$ cat src/rtl/gate_shaper_pkg.sv
// -----------------------------------------------------------------------------
// gate_shaper_pkg
// Shared definitions for the gate-driven attack/release envelope shaper.
//   state_t           : ramp FSM states (IDLE, RISE, HOLD, FALL)
//   ENV_WIDTH         : width of the envelope / level words
//   RAMP_BITS_DEFAULT : default log2 of the ramp length in aclk cycles
//   RAMP_MAX          : ramp length for the default RAMP_BITS
//   ramp_max()        : ramp length 2^bits for any legal RAMP_BITS (1..12)
// -----------------------------------------------------------------------------
package gate_shaper_pkg;

    localparam int ENV_WIDTH         = 16;
    localparam int RAMP_BITS_DEFAULT = 4;
    localparam int RAMP_MAX          = 32'sd1 << RAMP_BITS_DEFAULT;

    typedef enum logic [1:0] {
        IDLE = 2'd0,
        RISE = 2'd1,
        HOLD = 2'd2,
        FALL = 2'd3
    } state_t;

    // Ramp length in cycles for a given RAMP_BITS.
    function automatic int ramp_max(input int bits);
        return 32'sd1 << bits;
    endfunction

endpackage

$ cat src/rtl/gate_shaper_ramp.sv
// -----------------------------------------------------------------------------
// gate_shaper_ramp
// Attack/release FSM plus ramp index k and envelope register.
//   aclk, aresetn : clock, synchronous active-low reset
//   gate          : gate request (high = pulse on)
//   level         : unsigned target amplitude
//   env           : registered envelope, (lvl_sel * k) >> RAMP_BITS
//   busy          : high whenever the FSM is not in IDLE
// Optional build macro GATE_SHAPER_LEVEL_TRACK_EN: when defined the envelope
// follows the live level input instead of the value latched on IDLE->RISE.
// -----------------------------------------------------------------------------
module gate_shaper_ramp
    import gate_shaper_pkg::*;
#(
    parameter int RAMP_BITS = RAMP_BITS_DEFAULT
) (
    input  logic                 aclk,
    input  logic                 aresetn,
    input  logic                 gate,
    input  logic [ENV_WIDTH-1:0] level,
    output logic [ENV_WIDTH-1:0] env,
    output logic                 busy
);

    localparam int KW = RAMP_BITS + 1;
    localparam int PW = ENV_WIDTH + KW;

    localparam logic [KW-1:0] K_ZERO = {KW{1'b0}};
    localparam logic [KW-1:0] K_ONE  = KW'(1);
    localparam logic [KW-1:0] K_MAX  = KW'(ramp_max(RAMP_BITS));

    state_t                 state_r;
    state_t                 state_s;
    logic [KW-1:0]          k_r;
    logic [KW-1:0]          k_s;
    logic [ENV_WIDTH-1:0]   lvl_r;
    logic [ENV_WIDTH-1:0]   lvl_s;
    logic [ENV_WIDTH-1:0]   lvl_sel_s;
    logic [ENV_WIDTH-1:0]   env_r;
    logic [ENV_WIDTH-1:0]   env_next_s;
    logic [PW-1:0]          env_prod_s;
    logic                   busy_r;

`ifdef GATE_SHAPER_LEVEL_TRACK_EN
    assign lvl_sel_s = level;
`else
    assign lvl_sel_s = lvl_r;
`endif

    // Exact product; at k = 2^RAMP_BITS the shift returns lvl_sel unchanged.
    assign env_prod_s = {{KW{1'b0}}, lvl_sel_s} * {{ENV_WIDTH{1'b0}}, k_r};
    assign env_next_s = ENV_WIDTH'(env_prod_s >> RAMP_BITS);

    // Next-state, ramp index and level-latch logic.
    always_comb begin
        state_s = state_r;
        k_s     = k_r;
        lvl_s   = lvl_r;
        case (state_r)
            IDLE: begin
                // Leaving IDLE counts as the first ramp step, so a full
                // rise takes exactly 2^RAMP_BITS cycles.
                if (gate) begin
                    state_s = RISE;
                    k_s     = K_ONE;
                    lvl_s   = level;
                end else begin
                    state_s = IDLE;
                    k_s     = K_ZERO;
                end
            end
            RISE: begin
                // Release starts from the current amplitude: k is kept.
                if (!gate) begin
                    state_s = FALL;
                end else if (k_r >= (K_MAX - K_ONE)) begin
                    state_s = HOLD;
                    k_s     = K_MAX;
                end else begin
                    k_s     = k_r + K_ONE;
                end
            end
            HOLD: begin
                // First fall step happens on the cycle the gate drops.
                if (!gate) begin
                    state_s = FALL;
                    k_s     = K_MAX - K_ONE;
                end else begin
                    k_s     = K_MAX;
                end
            end
            FALL: begin
                // Re-entry to RISE keeps k and does not re-latch the level.
                if (gate) begin
                    state_s = RISE;
                end else if (k_r <= K_ONE) begin
                    state_s = IDLE;
                    k_s     = K_ZERO;
                end else begin
                    k_s     = k_r - K_ONE;
                end
            end
            default: begin
                state_s = IDLE;
                k_s     = K_ZERO;
            end
        endcase
    end

    // State, ramp index, latched level, envelope and busy registers.
    always_ff @(posedge aclk) begin
        if (!aresetn) begin
            state_r <= IDLE;
            k_r     <= K_ZERO;
            lvl_r   <= {ENV_WIDTH{1'b0}};
            env_r   <= {ENV_WIDTH{1'b0}};
            busy_r  <= 1'b0;
        end else begin
            state_r <= state_s;
            k_r     <= k_s;
            lvl_r   <= lvl_s;
            env_r   <= env_next_s;
            busy_r  <= (state_s != IDLE);
        end
    end

    assign env  = env_r;
    assign busy = busy_r;

endmodule

$ cat src/rtl/axis_gate_shaper.sv
// -----------------------------------------------------------------------------
// axis_gate_shaper
// Applies a linear attack/release envelope, driven by a gate, to a signed
// AXI4-Stream sample flow.
//   aclk, aresetn        : clock, synchronous active-low reset
//   gate, level          : gate request and 16-bit unsigned target amplitude
//   s_axis_*             : signed input samples (tdata, tvalid, tready)
//   m_axis_*             : envelope-scaled output samples, 1-cycle latency
//   env                  : current envelope value (monitoring)
//   busy                 : envelope FSM not in IDLE
// Optional build macro GATE_SHAPER_LEVEL_TRACK_EN (see gate_shaper_ramp).
// -----------------------------------------------------------------------------
module axis_gate_shaper
    import gate_shaper_pkg::*;
#(
    parameter int RAMP_BITS        = RAMP_BITS_DEFAULT,
    parameter int AXIS_TDATA_WIDTH = 16
) (
    input  logic                        aclk,
    input  logic                        aresetn,
    input  logic                        gate,
    input  logic [ENV_WIDTH-1:0]        level,
    output logic                        s_axis_tready,
    input  logic [AXIS_TDATA_WIDTH-1:0] s_axis_tdata,
    input  logic                        s_axis_tvalid,
    input  logic                        m_axis_tready,
    output logic [AXIS_TDATA_WIDTH-1:0] m_axis_tdata,
    output logic                        m_axis_tvalid,
    output logic [ENV_WIDTH-1:0]        env,
    output logic                        busy
);

    localparam int W  = AXIS_TDATA_WIDTH;
    localparam int SW = W + ENV_WIDTH + 1;

    logic [ENV_WIDTH-1:0]  env_s;
    logic                  busy_s;
    logic                  s_ready_s;
    logic                  s_xfer_s;
    logic signed [SW-1:0]  scale_prod_s;
    logic [W-1:0]          scaled_s;
    logic [W-1:0]          m_tdata_r;
    logic                  m_tvalid_r;

    gate_shaper_ramp #(
        .RAMP_BITS (RAMP_BITS)
    ) u_ramp (
        .aclk    (aclk),
        .aresetn (aresetn),
        .gate    (gate),
        .level   (level),
        .env     (env_s),
        .busy    (busy_s)
    );

    assign s_ready_s = ~m_tvalid_r | m_axis_tready;
    assign s_xfer_s  = s_axis_tvalid & s_ready_s;

    // Envelope is zero-extended to a positive 17-bit signed factor; |env| < 2^16
    // so the >>> 16 result always fits back into W bits.
    assign scale_prod_s = $signed({{(ENV_WIDTH + 1){s_axis_tdata[W-1]}}, s_axis_tdata})
                        * $signed({{W{1'b0}}, 1'b0, env_s});
    assign scaled_s     = W'(scale_prod_s >>> ENV_WIDTH);

    // Single output register: load on transfer, drain on ready, hold on stall.
    always_ff @(posedge aclk) begin
        if (!aresetn) begin
            m_tdata_r  <= {W{1'b0}};
            m_tvalid_r <= 1'b0;
        end else if (s_xfer_s) begin
            m_tdata_r  <= scaled_s;
            m_tvalid_r <= 1'b1;
        end else if (m_axis_tready) begin
            m_tdata_r  <= m_tdata_r;
            m_tvalid_r <= 1'b0;
        end else begin
            m_tdata_r  <= m_tdata_r;
            m_tvalid_r <= m_tvalid_r;
        end
    end

    assign s_axis_tready = s_ready_s;
    assign m_axis_tdata  = m_tdata_r;
    assign m_axis_tvalid = m_tvalid_r;
    assign env           = env_s;
    assign busy          = busy_s;

endmodule

$ cat config.mk
export PLATFORM = sky130hd
export DESIGN_NAME = axis_gate_shaper
export DESIGN_NICKNAME = d
export VERILOG_FILES = /design/src/rtl/gate_shaper_pkg.sv /design/src/rtl/gate_shaper_ramp.sv /design/src/rtl/axis_gate_shaper.sv
export SDC_FILE = /design/constraint.sdc
export NUM_CORES = 1
export LEC_CHECK = 0
export CORE_ASPECT_RATIO = 2
export CORE_UTILIZATION = 40
export CTS_BUF_LIST = sky130_fd_sc_hd__clkbuf_4
export CTS_CLUSTER_DIAMETER = 150
export CTS_CLUSTER_SIZE = 24
export DETAILED_ROUTE_END_ITERATION = 16
export GPL_ROUTABILITY_DRIVEN = 1
export PLACE_DENSITY = 0.64
export SYNTH_ARGS = -nofsm -noshare
export SYNTH_HDL_FRONTEND = slang
export SYNTH_SLANG_ARGS = --single-unit
$ cat constraint.sdc
create_clock -name aclk -period 15.32 [get_ports aclk]
set_clock_uncertainty 0.15 [all_clocks]
set_input_delay 3.83 -clock aclk [delete_from_list [all_inputs] [get_ports aclk]]
set_output_delay 3.83 -clock aclk [all_outputs]
set_load 0.005 [all_outputs]
==> results.yml, run 1 <==
layout:
  final_nets: 1889
  drive_gt1_share_pct: 2.095
  final_cell_mix: "inv_1 (273), fa_1 (233), nand2_1 (230), and2_1 (153), ha_1 (144)"
  layout_commonest_cell: "inv_1"
  area_growth_pct: 9.811
global_route:
  grt_pass1_vias: 10580
  grt-ovfl-total: 0
  grt_first_pass_wirelength_mm: 53.61
  antenna_found_initial: 1
  grt_max_degree: 40
  grtUsageTotal_pct: 22.05
setup_path:
  worstPathArrival_ns: 10.47
  r2r-end: "m_axis_tdata[10]"
  r2r_start: "u_ramp.env[6]"
  worstSetupPathType: "in -> reg"
  required_ns: 15.54
  worstPathMaxFanout: 16
  start_kind: "primary input"
  worst-r2r-cell-count: 20
  r2r_setup_slack_ns: 8.40
  cp-end-kind: "flop"
clock_network:
  cts_htree_levels: 3
  ctsResizeCount: 0
  clock_sinks: 57
  insertion_delay_ns: 0.47
  cts_hold_buf: 0
  post_cts_buffers: 0
  clock-root-buffer: "clkbuf_4"
  clockBufferDepth: 2
  clkTransAtPathRegs_ns: 0.11
  cts-buffers-inserted: 9
  tritoncts: "built"
yosys:
  synth.top_cell.area_share_pct: 37.28
  yosys-top-cells-area: "fa_1 (37%), ha_1 (14%), dfxtp_1 (9.1%)"
  async_flop_share_pct: 0
  yosysSeqAreaShare_pct: 9.121
  synthCells: 1447
  yosys.area.top_type: "fa_1"
  synth_nets: 1861
  ys.flop_type: "dfxtp_1"
  synth_edf_count: 0
  synth_area_um2: 12510
  synth_cell_types: 56
  avgSynthCellArea_um2: 8.646
  ys_seq_elements: 57
  yosysWarnings: 0
flow_run:
  cap_violations: 0
route:
  avgRoutedWirePerCell_um: 17.31
  drt_iter0_markers: 363
  drc: 0
  ant_nets: 0
  routed_wl_mm: 32.87
  vias_per_cell: 5.173
  dr.pass1.iters: 5
  vias: 9824
timing:
  worst_pin_slew_ns: 1.049
  setup_tns_ns: 0
  rsz0062_at_grt: "no"
  slew_viol_final: 0
  hold_viol_final: 0
  period_minus_slack_ns: 10.25
  fin_ws_ns: 5.072
  finalCritPeriodShare_pct: 66.89
  finalSetupViolations: 0
  max_slew_margin_pct: 29.78
  max_clock_freq_ghz: 0.09758
place:
  pre_cts_ws_ns: 4.622
  gp_congestion: 0.9055
  placement.io_buffers: 71
  dp_hpwl_mm: 27.15
hold_path:
  whs_endpoint: "m_axis_tdata[1]"
  min-delay-start: "m_axis_tdata[1]"
  holdPathStages: 2
  hold_path_class: "reg -> reg"
pwr:
  peakVddDrop_v: 0.00005207
  p_per_area_nw_per_um2: 41.85
  leakage_nw: 6.813
floorplanning:
  dieArea_um2: 32030
  start_util_pct: 40.55
  die_w_um: 127.1
  ios: 72
  core_um2: 30860
  rows: 91
  die_h_um: 252.1
status:
  status: "finished, final reports clean"
## layout make-up
class,instances,area (um^2)
fill,3076,17120
multi-input combinational,1057,10120
sequential,57,1141
inverter,275,1032
timing repair buffer,75,740.7
tap,418,523.0
clock inverter,6,106.4
clock buffer,10,75.07
antenna,1,2.502
## synth_stat cells, drive strengths merged (15+ instances only)
cell / instances
clkbuf: 53
o21ai: 24
xnor2: 15
and2: 153
nand2: 230
a21oi: 54
nor2: 52
dfxtp: 57
nand3: 19
nor3: 19
ha: 144
inv: 275
fa: 233
## logic make-up after synthesis
| kind of cell | after synthesis | synth area share (%) |
|---|---|---|
| and+or+nand+nor | 515 | 19.91 |
| adders and majority gates | 377 | 51.69 |
| buffers and inverters | 333 | 10.01 |
| AOI/OAI and AO/OA | 134 | 7.061 |
| DFF | 57 | 9.121 |
| xor gates and xnor gates | 28 | 1.960 |
| muxes | 3 | 0.2500 |
## report_power, final
group / switching, W / internal, W
logic: 0.000137 / 0.000106
registers: 0.0000229 / 0.000160
clock network: 0.0000647 / 0.0000835
## metrics by stage
stage	utilization (%)	cell area, um^2	hold WS [ns]	total power [W]	cells
after floorplan	-	12510	0.2982	0.0003417	1447
after global placement	43.93	13550	0.2967	0.0004269	1882
after detailed placement	43.93	13550	0.3037	0.0004331	1882
after CTS	44.52	13740	0.3211	0.0005864	1898
after global routing	44.52	13740	0.3407	0.0006224	1899
final	44.52	13740	0.3140	0.0005749	1899
## flip-flops by register name, indices dropped and copies added (netlist names)
name	flops
m_axis_tdata	16
u_ramp.env	16
u_ramp.lvl_r	16
u_ramp.k_r	5
u_ramp.state_r	2
m_axis_tvalid	1
u_ramp.busy	1
## metal layers
| metal | up-vias | GRT usage, % | part of all wire (%) |
|---|---|---|---|
| li1 | 4510 | - | - |
| met1 | 4985 | 20.10 | 32 |
| met2 | 233 | 43.30 | 57 |
| met3 | 96 | 2.265 | 3.0 |
| met4 | 0 | 17.35 | 8.3 |
| met5 | - | 0 | 0 |
## worst max-delay path by stage
stage	slack [ns]	to	start	cells after the start
after floorplan	5.78	m_axis_tdata[15]	s_axis_tdata[1]	20
after global placement	4.82	m_axis_tdata[10]	s_axis_tdata[4]	21
after detailed placement	4.62	m_axis_tdata[10]	s_axis_tdata[5]	21
after CTS	5.16	m_axis_tdata[15]	s_axis_tdata[4]	21
after global routing	4.83	m_axis_tdata[10]	s_axis_tdata[4]	21
final	5.07	m_axis_tdata[10]	s_axis_tdata[4]	21
## worst max-delay path, stage by stage
cell	delay (ns)
clkdlybuf4s50_1	0.70
and2_1	0.34
fa_1	0.56
inv_1	0.05
fa_1	0.46
fa_1	0.51
fa_1	0.56
inv_1	0.05
fa_1	0.48
inv_1	0.05
fa_1	0.59
inv_1	0.07
ha_1	0.31
a211oi_2	0.27
nor3_1	0.13
nor3_2	0.19
a31oi_1	0.18
o311ai_1	0.36
a21oi_1	0.13
mux2_1	0.32
a311o_1	0.31
(Power assumes the default switching activity.)
==> run 2: changes to the inputs <==
PLACE_DENSITY = 0.66   (was 0.64)
clock period = 8.9 ns   (was 15.32 ns; I/O delays follow)
==> results.yml, run 2 (synthesis results as in run 1) <==
timing:
  setup_tns_ns: 0
  period_minus_slack_ns: 8.436
  rsz0062_at_grt: "no"
  max_slew_margin_pct: 31.50
  worst_pin_slew_ns: 1.024
  finalSetupViolations: 0
  finalCritPeriodShare_pct: 94.78
  max_clock_freq_ghz: 0.1185
  hold_viol_final: 0
  slew_viol_final: 0
global_route:
  grt_max_degree: 49
  grtUsageTotal_pct: 21.74
  antenna_found_initial: 1
  grt_first_pass_wirelength_mm: 53.14
  grt_pass1_vias: 10670
  grt-ovfl-total: 0
clock_network:
  ctsResizeCount: 0
  clock-root-buffer: "clkbuf_4"
  cts_hold_buf: 0
  clkTransAtPathRegs_ns: 0.10
  post_cts_buffers: 0
  tritoncts: "built"
  insertion_delay_ns: 0.46
  clock_sinks: 57
  clockBufferDepth: 2
  cts-buffers-inserted: 9
  cts_htree_levels: 3
flow_run:
  cap_violations: 0
floorplanning:
  die_h_um: 252.1
  start_util_pct: 40.55
  dieArea_um2: 32030
  rows: 91
  core_um2: 30860
  ios: 72
  die_w_um: 127.1
layout:
  register_area_um2: 1141
  area_growth_pct: 10.70
  multi_input_area_um2: 10120
  n_fill_cell: 3072
  final_nets: 1911
  layout_commonest_cell: "inv_1"
  final_cell_mix: "inv_1 (273), fa_1 (233), nand2_1 (230), and2_1 (153), ha_1 (144)"
  drive_gt1_share_pct: 3.598
hold_path:
  hold_path_class: "reg -> reg"
setup_path:
  critPathMaxStageDelay_ns: 0.59
  path_buf_inv: 6
  crit_path_frequent_cell: "fa_1"
  start_kind: "primary input"
  required_ns: 9.10
  cp-end-kind: "flop"
  crit_chain: "clkdlybuf4s50_1, buf_4, and2_1, fa_1, inv_1, fa_1, fa_1, inv_1, fa_1, fa_1, inv_1, fa_1, inv_1, ha_1, o21ai_1, nor3_1, nor3_2, a31oi_1, o311ai_1, a21oi_1, mux2_1, a311o_1"
  worstPathArrival_ns: 8.64
  worstPathMaxFanout: 9
  worstSetupPathType: "in -> reg"
  critPathTopFamily: "adder cells"
  slowest_stage: "clkdlybuf4s50_1"
route:
  vias: 9884
  ant_nets: 0
  avgRoutedWirePerCell_um: 17.10
  drc: 0
  vias_per_cell: 5.148
  dr.pass1.iters: 4
  routed_wl_mm: 32.83
  drt_iter0_markers: 411
pwr:
  p_total_w: 0.0009342
  p_per_area_nw_per_um2: 67.46
  leakage_nw: 6.901
  peakVddDrop_v: 0.00007677
place:
  dp_hpwl_mm: 27.29
  placement.io_buffers: 71
  gp_congestion: 0.8968
status:
  status: "finished, final reports clean"
## run 2: power breakdown
part / switching [W] / internal, W / leakage (nW) / total (W)
registers: 0.0000369 / 0.000276 / 0.466 / 0.000313
logic: 0.000241 / 0.000188 / 6.36 / 0.000429
clock network: 0.000104 / 0.0000889 / 0.0765 / 0.000193
## run 2: area by class of cell
class | instances | area share, %
diodes | 1 | 0.01807
clock buffers | 11 | 0.5963
clock inverters | 4 | 0.3252
inverters | 275 | 7.453
multi-input cells | 1057 | 73.05
flip-flops and latches | 57 | 8.239
well taps | 418 | 3.776
repair buffers | 97 | 6.541
## run 2: through the flow
step                setup slack (ns)  area (um^2)  utilization (%)  instances  hold slack [ns]
floorplan                     0.9698        12510                -       1447           0.2982
global placement              0.1355        13720            44.46       1904           0.2960
detailed placement          0.008230        13720            44.46       1904           0.2994
CTS                           0.5237        13850            44.88       1919           0.3151
global route                  0.1437        13850            44.88       1920           0.3327
finish                        0.4642        13850            44.88       1920           0.3130
## run 2: metal layers
metal  track usage, %  wire length, um  up-vias
li1                 -                -     4564
met1            20.11            10740     4968
met2            41.73            18380      232
met3            2.011              740      120
met4            18.81             2969        0
met5                0                0        -
## run 2: path summary, 6_finish.rpt
| kind | startpoint | slack [ns] | end | depth (start not counted) |
|---|---|---|---|---|
| worst max-delay path | s_axis_tdata[5] | 0.46 | m_axis_tdata[10] | 22 |
| worst min-delay path | m_axis_tdata[4] | 0.31 | m_axis_tdata[4] | 2 |
| worst max register to register | u_ramp.env[6] | 2.05 | m_axis_tdata[10] | 20 |
| worst min register to register | m_axis_tdata[4] | 0.31 | m_axis_tdata[4] | 2 |
## run 2: worst register-to-register path: cells and delay by family (launching register included)
family,cells,cell delay [ns]
compound gates,5,1.25
fa+ha+maj,7,3.23
buf+inv,4,0.24
flops,1,0.94
mux,1,0.32
simple gates,3,0.60
==> run 3: changes to the inputs <==
==> constraint.sdc (replaced) <==
create_clock -name aclk -period 8.9 [get_ports aclk]
set_clock_uncertainty 0.15 [all_clocks]
set_input_delay 0.89 -clock aclk [delete_from_list [all_inputs] [get_ports aclk]]
set_output_delay 0.89 -clock aclk [all_outputs]
set_load 0.005 [all_outputs]
==> results.yml, run 3 (synthesis results as in run 1) <==
clock_network:
  cts_htree_levels: 3
  insertion_delay_ns: 0.48
  clock-root-buffer: "clkbuf_4"
  clockBufferDepth: 2
  clock_sinks: 57
  ctsResizeCount: 0
  clkTransAtPathRegs_ns: 0.11
  cts-buffers-inserted: 9
  post_cts_buffers: 0
  cts_hold_buf: 0
  tritoncts: "built"
global_route:
  grt_pass1_vias: 10690
  grt-ovfl-total: 0
  grt_first_pass_wirelength_mm: 52.82
  grt_max_degree: 36
  antenna_found_initial: 1
  grtUsageTotal_pct: 21.52
place:
  placed_cell_area_um2: 13550
  dp_hpwl_mm: 26.59
  dp_cells: 1882
  placement.io_buffers: 71
  pre_cts_ws_ns: 1.167
  gp_congestion: 0.9120
hold_path:
  hold_path_class: "reg -> reg"
pwr:
  leakage_nw: 6.776
  p_total_w: 0.0008998
  peakVddDrop_v: 0.00006404
  p_per_area_nw_per_um2: 65.90
route:
  avgRoutedWirePerCell_um: 17.00
  vias_per_cell: 5.128
  drt_iter0_markers: 395
  drc: 0
  ant_nets: 0
  vias: 9727
  dr.pass1.iters: 5
  routed_wl_mm: 32.25
layout:
  drive_gt1_share_pct: 2.097
  final_nets: 1889
  final_cell_mix: "inv_1 (273), fa_1 (233), nand2_1 (230), and2_1 (153), ha_1 (144)"
  layout_commonest_cell: "inv_1"
  finalNonFillerCells: 1897
  area_growth_pct: 9.141
  design_area_um2: 13650
floorplanning:
  die_h_um: 252.1
  ios: 72
  start_util_pct: 40.55
  dieArea_um2: 32030
  core_um2: 30860
  rows: 91
  die_w_um: 127.1
timing:
  max_slew_margin_pct: 30.68
  fin_ws_ns: 1.667
  finalCritPeriodShare_pct: 81.27
  finalSetupViolations: 0
  max_clock_freq_ghz: 0.1382
  worst_pin_slew_ns: 1.036
  period_minus_slack_ns: 7.233
  setup_tns_ns: 0
  slew_viol_final: 0
  hold_viol_final: 0
  rsz0062_at_grt: "no"
setup_path:
  crit_end: "m_axis_tdata[10]"
  worstSetupPathType: "in -> reg"
  path_buf_inv: 6
  slowest_stage: "clkdlybuf4s50_1"
  crit_chain: "clkdlybuf4s50_1, nand2_1, fa_1, inv_1, fa_1, inv_1, fa_1, inv_1, fa_1, fa_1, inv_1, fa_1, inv_1, ha_1, nand3_1, nor3_1, nor3_2, a31oi_1, o311ai_1, a21oi_1, mux2_1, a311o_1"
  worstPathArrival_ns: 7.46
  worst-r2r-cell-count: 19
  required_ns: 9.13
  crit_path_start: "s_axis_tdata[7]"
  r2r-end: "m_axis_tdata[10]"
  critPathMaxStageDelay_ns: 1.00
  cp-end-kind: "flop"
  start_kind: "primary input"
  critPathTopFamily: "adder cells"
  r2r_start: "u_ramp.env[6]"
  r2r_setup_slack_ns: 2.15
  cp_num_cells: 22
  crit_path_frequent_cell: "fa_1"
  worstPathMaxFanout: 16
flow_run:
  cap_violations: 0
status:
  status: "finished, final reports clean"
run 3: area by class of cell:
class                   count  area (um^2)
multi-input cells        1057        10120
flip-flops and latches     57         1141
clock buffers              10        75.07
inverters                 275         1032
repair buffers             75        740.7
diodes                      1        2.502
fillers                  3084        17200
clock inverters             4        22.52
well taps                 418        523.0
run 3: worst min path at each step:
stage / start / cells after the start / slack [ns] / end
4_1_cts: m_axis_tdata[7] / 2 / 0.32 / m_axis_tdata[7]
3_3_place_gp: m_axis_tdata[2] / 2 / 0.30 / m_axis_tdata[2]
5_1_grt: m_axis_tdata[1] / 2 / 0.33 / m_axis_tdata[1]
2_1_floorplan: m_axis_tdata[1] / 2 / 0.30 / m_axis_tdata[1]
6_report: m_axis_tdata[7] / 2 / 0.32 / m_axis_tdata[7]
3_5_place_dp: m_axis_tdata[7] / 2 / 0.30 / m_axis_tdata[7]
run 3: worst register-to-register path, stage by stage, from the launching register on:
cell	delay [ns]
dfxtp_1	0.87
nand2_1	0.18
fa_1	0.57
inv_1	0.05
fa_1	0.49
ha_1	0.21
fa_1	0.48
inv_1	0.05
fa_1	0.53
inv_1	0.05
fa_1	0.44
ha_1	0.29
o21ai_0	0.08
o21bai_1	0.63
nand2_1	0.21
a31oi_1	0.38
o311ai_1	0.16
a21oi_1	0.19
mux2_1	0.33
a311o_1	0.31
run 3: layer usage:
layer  up-vias  track usage, %  part of all wire, %
met5         -               0                    0
met1      4892           19.81                   32
met2       218           41.68                   57
li1       4512               -                    -
met4         0           18.16                  8.7
met3       105           1.948                  2.6
run 3: per-stage QoR:
stage | util (%) | hold slack (ns)
6_report | 44.25 | 0.3159
5_1_grt | 44.25 | 0.3312
4_1_cts | 44.24 | 0.3170
3_5_place_dp | 43.93 | 0.3006
3_3_place_gp | 43.93 | 0.2985
2_1_floorplan | - | 0.2982
run 3: power by group:
part / total [W] / internal (W) / switching [W]
combinational: 0.000419 / 0.000183 / 0.000236
clock: 0.000166 / 0.0000557 / 0.000111
sequential: 0.000315 / 0.000276 / 0.0000387
total: 0.000900 / 0.000514 / 0.000386
